`src/rtl/irq_encoder_pkg.sv`:
```
// Shared types and helpers for the sticky-pending interrupt priority encoder.
package irq_encoder_pkg;

    localparam int unsigned DefN     = 4;
    localparam int unsigned MaxLines = 64;
    localparam int unsigned MaxCodeW = $clog2(MaxLines);

    typedef enum logic {
        StIdle  = 1'b0,
        StValid = 1'b1
    } state_t;

    // Callers truncate the result to their own line count.
    function automatic logic [MaxLines-1:0] onehot_of(input logic [MaxCodeW-1:0] code);
        onehot_of       = '0;
        onehot_of[code] = 1'b1;
    endfunction

endpackage

```
`src/rtl/irq_encoder_prio_enc_comb.sv`:
```
// Combinational priority encoder: the lowest set index of vec wins.
module prio_enc_comb #(
    parameter int unsigned N = 4,
    parameter int unsigned W = $clog2(N)
) (
    input  logic [N-1:0] vec,
    output logic [W-1:0] idx,
    output logic         any
);

    // Scan high to low so the last hit, the lowest index, takes effect.
    always_comb begin
        idx = '0;
        any = 1'b0;
        for (int i = N - 1; i >= 0; i--) begin
            if (vec[i]) begin
                idx = W'(i);
                any = 1'b1;
            end
        end
    end

endmodule

```
`src/rtl/irq_encoder.sv`:
```
// Captures request rising edges into sticky pending bits and presents the
// highest-priority unmasked one as a binary code under a valid/ack handshake.
module irq_encoder
    import irq_encoder_pkg::*;
#(
    parameter int unsigned N = DefN,
    localparam int unsigned W = $clog2(N)
) (
    input  logic         clk,
    input  logic         rst,
    input  logic [N-1:0] req_i,
    input  logic [N-1:0] mask_i,
    input  logic         ack_i,
    input  logic         err_clr_i,
    output logic [W-1:0] code_o,
    output logic         valid_o,
    output logic [N-1:0] pending_o,
    output logic         err_o
);

    logic [N-1:0] req_q;
    logic [N-1:0] pending_q;
    logic [N-1:0] pending_d;
    logic [N-1:0] rise;
    logic [N-1:0] clr;
    logic [N-1:0] eligible;
    logic [N-1:0] overrun;
    logic         err_q;
    logic         err_d;
    logic         ack_fire;
    state_t       state_q;
    logic [W-1:0] code_q;
    logic         valid_q;
    logic [W-1:0] prio_idx;
    logic         prio_any;

    assign rise     = req_i & ~req_q;
    assign ack_fire = (state_q == StValid) && ack_i;
    assign clr      = ack_fire ? N'(onehot_of(MaxCodeW'(code_q))) : '0;
    assign eligible = pending_q & ~mask_i;

    // A new rise on a bit being acknowledged in the same cycle is a fresh event,
    // not an overrun, so it re-pends without flagging an error.
    assign overrun   = rise & pending_q & ~clr;
    assign pending_d = (pending_q & ~clr) | rise;
    assign err_d     = (err_q & ~err_clr_i) | (|overrun);

    prio_enc_comb #(
        .N (N),
        .W (W)
    ) u_prio (
        .vec (eligible),
        .idx (prio_idx),
        .any (prio_any)
    );

    always_ff @(posedge clk or posedge rst) begin
        if (rst) begin
            req_q     <= '0;
            pending_q <= '0;
            err_q     <= 1'b0;
        end else begin
            req_q     <= req_i;
            pending_q <= pending_d;
            err_q     <= err_d;
        end
    end

    // Code and valid are latched once and held until ack, whatever mask does.
    always_ff @(posedge clk or posedge rst) begin
        if (rst) begin
            state_q <= StIdle;
            code_q  <= '0;
            valid_q <= 1'b0;
        end else begin
            unique case (state_q)
                StIdle: begin
                    if (prio_any) begin
                        code_q  <= prio_idx;
                        valid_q <= 1'b1;
                        state_q <= StValid;
                    end
                end
                StValid: begin
                    if (ack_i) begin
                        valid_q <= 1'b0;
                        state_q <= StIdle;
                    end
                end
                default: begin
                    state_q <= StIdle;
                    valid_q <= 1'b0;
                end
            endcase
        end
    end

    assign code_o    = code_q;
    assign valid_o   = valid_q;
    assign pending_o = pending_q;
    assign err_o     = err_q;

endmodule

```
`config.mk`:
```
export PLATFORM = sky130hd
export DESIGN_NAME = irq_encoder
export DESIGN_NICKNAME = d
export VERILOG_FILES = /design/src/rtl/irq_encoder_pkg.sv /design/src/rtl/irq_encoder_prio_enc_comb.sv /design/src/rtl/irq_encoder.sv
export SDC_FILE = /design/constraint.sdc
export NUM_CORES = 1
export LEC_CHECK = 0
export BUFFER_PORTS_ARGS = -buffer_cell sky130_fd_sc_hd__clkbuf_2
export CAP_MARGIN = 40
export CELL_PAD_IN_SITES_DETAIL_PLACEMENT = 1
export CELL_PAD_IN_SITES_GLOBAL_PLACEMENT = 1
export CORE_UTILIZATION = 37
export DETAILED_ROUTE_END_ITERATION = 7
export PLACE_DENSITY = 0.8
export SLEW_MARGIN = 20
export SYNTH_ARGS = -nofsm -noshare
export SYNTH_HDL_FRONTEND = slang
export SYNTH_SLANG_ARGS = --single-unit
```
`constraint.sdc`:
```
create_clock -name clk -period 2.8 [get_ports clk]
set_clock_uncertainty 0.05 [all_clocks]
set_input_delay 0.56 -clock clk [delete_from_list [all_inputs] [get_ports clk]]
set_output_delay 0.56 -clock clk [all_outputs]
set_load 0.01 [all_outputs]
```
==> out/qor.yml <==
worst_pin_slew_ps: 497
rsz0062_at_grt: "no"
io_buffers: 19
start_util_pct: 41.2
worstSetupEndpointType: "primary output"
wl_um: 1100
antenna_found_initial: 0
syn_inst: 49
final_util_pct: 51.7
critical_path_buf_inv_count: 1
die_x_um: 40.8
synth_top_cell_by_area: "dfrtp_1"
syn_avg_cell_area_um2: 11.4
dp_hpwl_um: 886
grt_pass1_vias: 460
grt_start_max_net_pins: 14
hold_viol_final: 0
placementRows: 13
max_freq_mhz: 674
vdd_drop_max_v: 0.000382
ff2ff_path_depth: 4
hold_buffers: 0
dieHeight_um: 40.8
clk_pin_slew_worst_paths_ps: 90
yosys-top-cells-area: "dfrtp_1 58%, inv_1 4.0%, nand2b_1 3.4%"
r2r-start: "pending_o[0]"
ant_nets: 0
syn_area_um2: 557
drt-initial-drc-count: 1
synth_warnings: 0
path_depth: 1
drive_gt1_share_pct: 43.1
core_um2: 1350
numCtsBuffers: 3
ys_ff_latch: 13
timing.max_cap.violations: 0
cts_tree: "done"
cts_max_level: 1
p_per_area_nw_per_um2: 888
diodes: 0
cp-start-kind: "flip-flop"
cts_setup_buffers: 0
clockBufferDepth: 2
wl_per_cell_um: 12.6
max_slew_margin_pct: 66.8
dr_total_vias: 437
crit_type: "flip-flop to primary output"
worstPathRequired_ps: 2190
yosysSeqAreaShare_pct: 58.4
synthToLayoutAreaGrowth_pct: 25.4
period_needed_ps: 1480
fin_crit_sh_pct: 53.0
tns_ps: 0
hp-class: "primary input to async pin"
leakage_nw: 0.341
dr.pass1.iters: 2
final_nets: 85
vias_per_cell: 5.02
ios: 20
crit_chain: "clkbuf_2"
clock_sinks: 13
syn-num-nets: 61
die-area_um2: 1660
status: "finished, final reports clean"
layout_common_cells: "19 x clkbuf_2, 13 x dfrtp_1, 6 x inv_1"
r2r-end: "code_o[0]"
gp_congestion: 0.639
cpLargestDelayFamily: "flip-flops"
slowest_delay_ps: 440
setup_viol: 0
synth_top_cell_area_share_pct: 58.4
final_common_cell: "clkbuf_2"
grt_overflow: 0
grt.total_usage_pct: 17.2
final-max-slew-violation-count: 0
clkLatencyLatePin_ps: 270
drc: 0
clockRootBuffer: "clkbuf_4"
grt_pass1_wl_um: 1870
cp_max_fo: 5
fillers: 169
ctsResizeCount: 0
crit_arrival_ps: 870
cpMaxStageDelayCell: "dfrtp_1"
r2r_slack_ps: 1480
synth.distinct_cells: 21
==> area by class of cell <==
type	instances	area, um^2	area share [%]
tap	15	18.8	2.69
sequential	13	325	46.6
multi-input combinational	30	209	29.9
clock buffer	3	22.5	3.23
inverter	6	22.5	3.23
timing repair buffer	19	95.1	13.6
clock inverter	1	5.00	0.717
==> registers in the layout (all words and copies together), names as in the netlist <==
signal and cells:
err_o 1, state_q 1, code_o 2, valid_o 1
req_q 4, pending_o 4
==> per-stage QoR <==
stage                     total power, W  hold slack (ps)  setup slack [ps]  area, um^2  cells
after floorplan                 0.000425              386              1380         557     49
after global placement          0.000505              398              1250         671     83
after detailed placement        0.000512              420              1240         671     83
after CTS                       0.000630              250              1300         698     87
after global routing            0.000666              284              1270         698     87
final                           0.000620              230              1320         698     87
==> report_power, final <==
part / internal (W) / switching, W
logic: 0.000101 / 0.000111
registers: 0.000238 / 0.0000550
clock network: 0.0000528 / 0.0000620
==> cells in the mapped netlist <==
cell and count:
o21ai_1 2, inv_1 6, nor2_2 1, nor2_1 2
o31ai_2 1, o21a_1 2, dfrtp_1 13, o21ai_0 2
nand2_1 3, nand2b_1 3, a21oi_1 1, o22a_1 1
mux2_4 1, nor2b_1 3, o32a_1 1, nand3_1 1
a21oi_2 2, o211ai_2 1, o31ai_1 1, o32a_2 1
nand2_2 1
==> metal layers <==
layer / GRT usage [%] / routed length (um)
met1: 20.1 / 536
met2: 29.7 / 481
met3: 3.80 / 65
met4: 7.50 / 12
met5: 0 / 0
==> kinds of logic (layout without fill, tap and decap cells) <==
group,count (synthesis),after routing,synth area share [%]
and+or+nand+nor,14,14,13.3
AOI/OAI and AO/OA,15,15,21.6
buffers and inverters,6,29,4.04
muxes,1,1,2.70
DFF,13,13,58.4
==> how the worst max path moves through the flow <==
stage,start,to,slack (ps)
6_report,code_o[0],code_o[0],1320
5_1_grt,code_o[0],code_o[0],1270
4_1_cts,code_o[0],code_o[0],1300
3_5_place_dp,mask_i[3],code_o[0],1240
3_3_place_gp,mask_i[1],code_o[0],1250
2_1_floorplan,mask_i[3],code_o[0],1380
Power figures use the tool's default switching activity.
